<file path="src/rtl/reg_file.sv">
// Architectural integer register file: two combinational read ports, one
// synchronous write port, x0 hardwired to zero, optional write-to-read forwarding.

module reg_file_mux #(
  parameter int XLEN  = 32,
  parameter int NREGS = 32,
  parameter int AW    = 5
) (
  input  logic [NREGS-1:0][XLEN-1:0] data,
  input  logic [AW-1:0]              sel,
  output logic [XLEN-1:0]            out
);

  logic [XLEN-1:0] node [NREGS];

  // Binary mux tree: each stage halves the candidates using one address bit, LSB first.
  always_comb begin
    for (int i = 0; i < NREGS; i++) node[i] = data[i];
    for (int s = 0; s < AW; s++) begin
      for (int p = 0; p < (NREGS >> (s + 1)); p++) begin
        node[p] = sel[s] ? node[2*p+1] : node[2*p];
      end
    end
    out = node[0];
  end

endmodule

module reg_file #(
  parameter int XLEN   = 32,
  parameter int NREGS  = 32,
  parameter int AW     = 5,
  parameter int BYPASS = 0
) (
  input  logic            clk,
  input  logic            reset,
  input  logic            we,
  input  logic [AW-1:0]   wa,
  input  logic [XLEN-1:0] wd,
  input  logic [AW-1:0]   ra1,
  input  logic [AW-1:0]   ra2,
  output logic [XLEN-1:0] rd1,
  output logic [XLEN-1:0] rd2
);

  logic [NREGS-1:1][XLEN-1:0] regs;
  logic [NREGS-1:1]           wsel;
  logic [NREGS-1:0][XLEN-1:0] leaves;
  logic [XLEN-1:0]            mux1;
  logic [XLEN-1:0]            mux2;
  logic                       fwd1;
  logic                       fwd2;

  // Write decoder; x0 has no storage and therefore no select line.
  always_comb begin
    wsel = '0;
    for (int i = 1; i < NREGS; i++) begin
      wsel[i] = we && (wa == AW'(i));
    end
  end

  always_ff @(posedge clk or posedge reset) begin
    if (reset) begin
      regs <= '0;
    end else begin
      for (int i = 1; i < NREGS; i++) begin
        if (wsel[i]) regs[i] <= wd;
      end
    end
  end

  assign leaves = {regs, {XLEN{1'b0}}};

  reg_file_mux #(.XLEN(XLEN), .NREGS(NREGS), .AW(AW)) u_mux1 (
    .data(leaves), .sel(ra1), .out(mux1)
  );

  reg_file_mux #(.XLEN(XLEN), .NREGS(NREGS), .AW(AW)) u_mux2 (
    .data(leaves), .sel(ra2), .out(mux2)
  );

  // Forwarding is suppressed during reset so reads stay zero while it is held.
  assign fwd1 = (BYPASS != 0) && !reset && we && (wa != '0) && (wa == ra1);
  assign fwd2 = (BYPASS != 0) && !reset && we && (wa != '0) && (wa == ra2);

  assign rd1 = reset ? '0 : fwd1 ? wd : (ra1 == '0) ? '0 : mux1;
  assign rd2 = reset ? '0 : fwd2 ? wd : (ra2 == '0) ? '0 : mux2;

endmodule

</file>
<file path="config.mk">
export PLATFORM = sky130hd
export DESIGN_NAME = reg_file
export DESIGN_NICKNAME = d
export VERILOG_FILES = /design/src/rtl/reg_file.sv
export SDC_FILE = /design/constraint.sdc
export NUM_CORES = 2
export LEC_CHECK = 0
export ABC_CLOCK_PERIOD_IN_PS = 38800
export CORE_ASPECT_RATIO = 2
export CORE_MARGIN = 8
export CORE_UTILIZATION = 40
export CTS_BUF_LIST = sky130_fd_sc_hd__clkbuf_8
export CTS_CLUSTER_DIAMETER = 200
export DETAILED_ROUTE_END_ITERATION = 10
export PLACE_DENSITY_LB_ADDON = 0.3
export SYNTH_ARGS = -nofsm -noshare
export SYNTH_HDL_FRONTEND = slang
export SYNTH_HIERARCHICAL = 1
export SYNTH_SLANG_ARGS = --single-unit
</file>
<file path="constraint.sdc">
create_clock -name clk -period 38.8 [get_ports clk]
set_clock_uncertainty 0.15 [all_clocks]
set_input_delay 9.7 -clock clk [delete_from_list [all_inputs] [get_ports clk]]
set_output_delay 9.7 -clock clk [all_outputs]
set_load 0.01 [all_outputs]
</file>
==> run_results.csv <==
group,metric,value,unit
clock_network,htreeDepth,4,
synthesis,async_reset_ff_frac,1.00,
final_layout,multiInputGateArea,0.0286,mm2
setup_path,critical_path_class,"primary input to output pin",
hold_path,whs_endpoint,"leaves[920]",
setup_path,reg2regPathDepth,1,
sta,max_freq,0.0419,GHz
sta,slew_violations,0,
grt,grt_use_total,0.243,
sta,period_needed,23.88,ns
die,fp.coreArea,0.138,mm2
synthesis,synth_top_area_frac,0.449,
synthesis,synth_area_leader_cell,"dfrtp_1",
setup_path,critical-path-max-stage-delay,0.88,ns
clock_network,clock_sinks,992,
setup_path,path_cells,"buf_8, buf_12, buf_4, mux2i_1, a22o_1, nor3_1, a31oi_1, nand3_1, and2_1, clkdlybuf4s50_1",
setup_path,path_delay_family,"buffers and inverters",
die,die_y,542,um
sta,finalCritPeriodShare,0.615,
grt,grt_pass1_vias,40700,
die,rows,193,
route,drtPass1Iterations,6,
sta,tns,0,ns
synthesis,synth_edf_count,0,
synthesis,yosysUniqueCellTypes,31,
pwr,power_density,47.8,mW/mm2
die,die_w,279,um
final_layout,fin_area,0.0606,mm2
place,port-buffer-count,113,
synthesis,synthFlopType,"dfrtp_1",
route,drc,0,
route,wl_per_cell,28.8,um
clock_network,postCtsHoldBufs,0,
die,start_util,0.401,
grt,grt_pass1_wl,276,mm
setup_path,start_kind,"primary input",
clock_network,numCtsBuffers,145,
setup_path,reg2reg_from,"leaves[395]",
pwr,vdd_drop_max,0.0329,mV
synthesis,avgSynthCellArea,12.0,um2
grt,overflow,0,
clock_network,tritoncts,"done",
grt,antenna_found_initial,16,
final_layout,fillerInstances,12900,
sta,setup_viol,0,
clock_network,clock_latency,0.83,ns
final_layout,layout-drive-gt1-share,0.285,
setup_path,rrSetupSlack,37.83,ns
synthesis,netlist_instances,4617,
setup_path,required,28.95,ns
clock_network,clkTransAtPathRegs,0.06,ns
pwr,p_leak,28.4,nW
setup_path,crit_arrival,14.03,ns
synthesis,syn_area,0.0553,mm2
sta,tightestPinTransition,1.22,ns
synthesis,yosysWarnings,6,
route,routed_via_density,6.03,
setup_path,critPathBufInv,4,
synthesis,yosysMostFrequentCell,"mux2i_1",
setup_path,cp_max_fo,125,
final_layout,largest_reg_flops,992,
route,routed_wl,188,mm
synthesis,synth_area_leaders,"dfrtp_1 (45%), mux2_2 (20%), mux2i_1 (19%)",
final_layout,area_growth,9.61,%
route,first_iter_violations,3085,
synthesis,synth-seq-area-share,0.449,
clock_network,post-cts-setup-buffers,0,
clock_network,cts_resized,0,
route,ant_nets,0,
place,gp_congestion,0.787,
grt,grt_max_degree,173,
outcome,status,"finished, final reports clean",
die,io_pins,114,
setup_path,r2r-end,"leaves[395]",
synthesis,ys_seq_elements,992,
place,dp_hpwl,100,mm
clock_network,cts_buffer_depth,3,
setup_path,crit_slowest_cell,"buf_4",
synthesis,synth_commonest_cells,"mux2i_1 (1024), dfrtp_1 (992), mux2_2 (983)",
hold_path,hold_path_depth,1,
sta,hold_viol_final,0,
run,maxCapViolCount,0,
sta,max_slew_margin,0.186,
final_layout,seqCellArea,0.0248,mm2
hold_path,hold_class,"flip-flop to flip-flop",
clock_network,clockRootBuffer,"clkbuf_8",
place,post_dp_cell_area,0.0576,mm2
final_layout,final_nets,4613,
route,routed-via-count,39300,
die,die_area,0.151,mm2
hold_path,min_from,"leaves[920]",
sta,rsz0062_at_grt,"false",
setup_path,cp-end-kind,"output pin",
[metrics by stage]
stage / setup WS (ns) / power [mW] / hold slack [ns] / utilization / cells
finish: 14.92 / 2.90 / 0.367 / 0.440 / 6520
global placement: 14.96 / 1.99 / 0.342 / 0.418 / 6268
floorplan: 1.04 / 1.84 / 0.329 / - / 4680
detailed placement: 14.95 / 2.01 / 0.353 / 0.418 / 6268
CTS: 14.94 / 2.92 / 0.368 / 0.440 / 6515
global route: 14.76 / 3.04 / 0.387 / 0.440 / 6516
[how the worst max path moves through the flow]
stage            from      endpoint  slack (ns)  depth (start not counted)
2_1_floorplan   reset  leaves[1000]        1.04                          1
3_3_place_gp   ra1[1]       rd1[19]       14.96                         10
3_5_place_dp   ra1[1]       rd1[19]       14.95                         10
4_1_cts        ra1[1]       rd1[19]       14.94                         10
5_1_grt        ra1[1]       rd1[19]       14.76                         10
6_report       ra1[1]       rd1[19]       14.92                         10
[kinds of logic (layout without fill, tap and decap cells)]
family | after synthesis | after routing | share of synthesized area
muxes | 2016 | 2016 | 0.387
DFF | 992 | 992 | 0.449
AOI/OAI and AO/OA | 578 | 578 | 0.0711
and+or+nand+nor | 577 | 577 | 0.0500
buffers and inverters | 453 | 436 | 0.0429
other | 1 | 69 | 0.0000678
[area by class of cell]
| type | count | share of cell area |
|---|---|---|
| Multi-Input combinational cell | 3235 | 0.472 |
| Sequential cell | 992 | 0.409 |
| Clock buffer | 188 | 0.0427 |
| Tap cell | 1852 | 0.0382 |
| Timing Repair Buffer | 188 | 0.0293 |
| Clock inverter | 59 | 0.00765 |
| Antenna cell | 5 | 0.000206 |
| Inverter | 1 | 0.000186 |
[routing by layer]
metal / share of wire / track usage / routed length, um
met3: 0.064 / 0.0441 / 12000
met4: 0.048 / 0.110 / 9010
met1: 0.41 / 0.305 / 76300
met5: 0.00031 / 0 / 59
met2: 0.48 / 0.406 / 90500
[layout by cell type, fill, tap and decap left out, types with 4 or more instances in the layout]
master and instances:
a21oi_1 192, a22o_1 128, a22oi_1 192, a31oi_1 64, and2_1 64, buf_12 6
buf_4 69, bufinv_16 8, clkbuf_8 188, clkdlybuf4s50_1 111, clkinv_2 13, conb_1 64
dfrtp_1 992, diode_2 5, inv_1 34, mux2_1 9, mux2_2 983, mux2i_1 1024
nand2_1 193, nand2_2 7, nand2_4 6, nand2b_2 4, nand3_1 192, nand3_4 4
nor2_4 14, nor3_1 66
[report_power, final]
| part | total, mW | internal (mW) | leakage [nW] | switching (mW) |
|---|---|---|---|---|
| sequential | 1.39 | 1.24 | 12.7 | 0.149 |
| clock | 0.905 | 0.485 | 1.70 | 0.420 |
| combinational | 0.609 | 0.316 | 14.0 | 0.294 |
(Power assumes the default switching activity.)
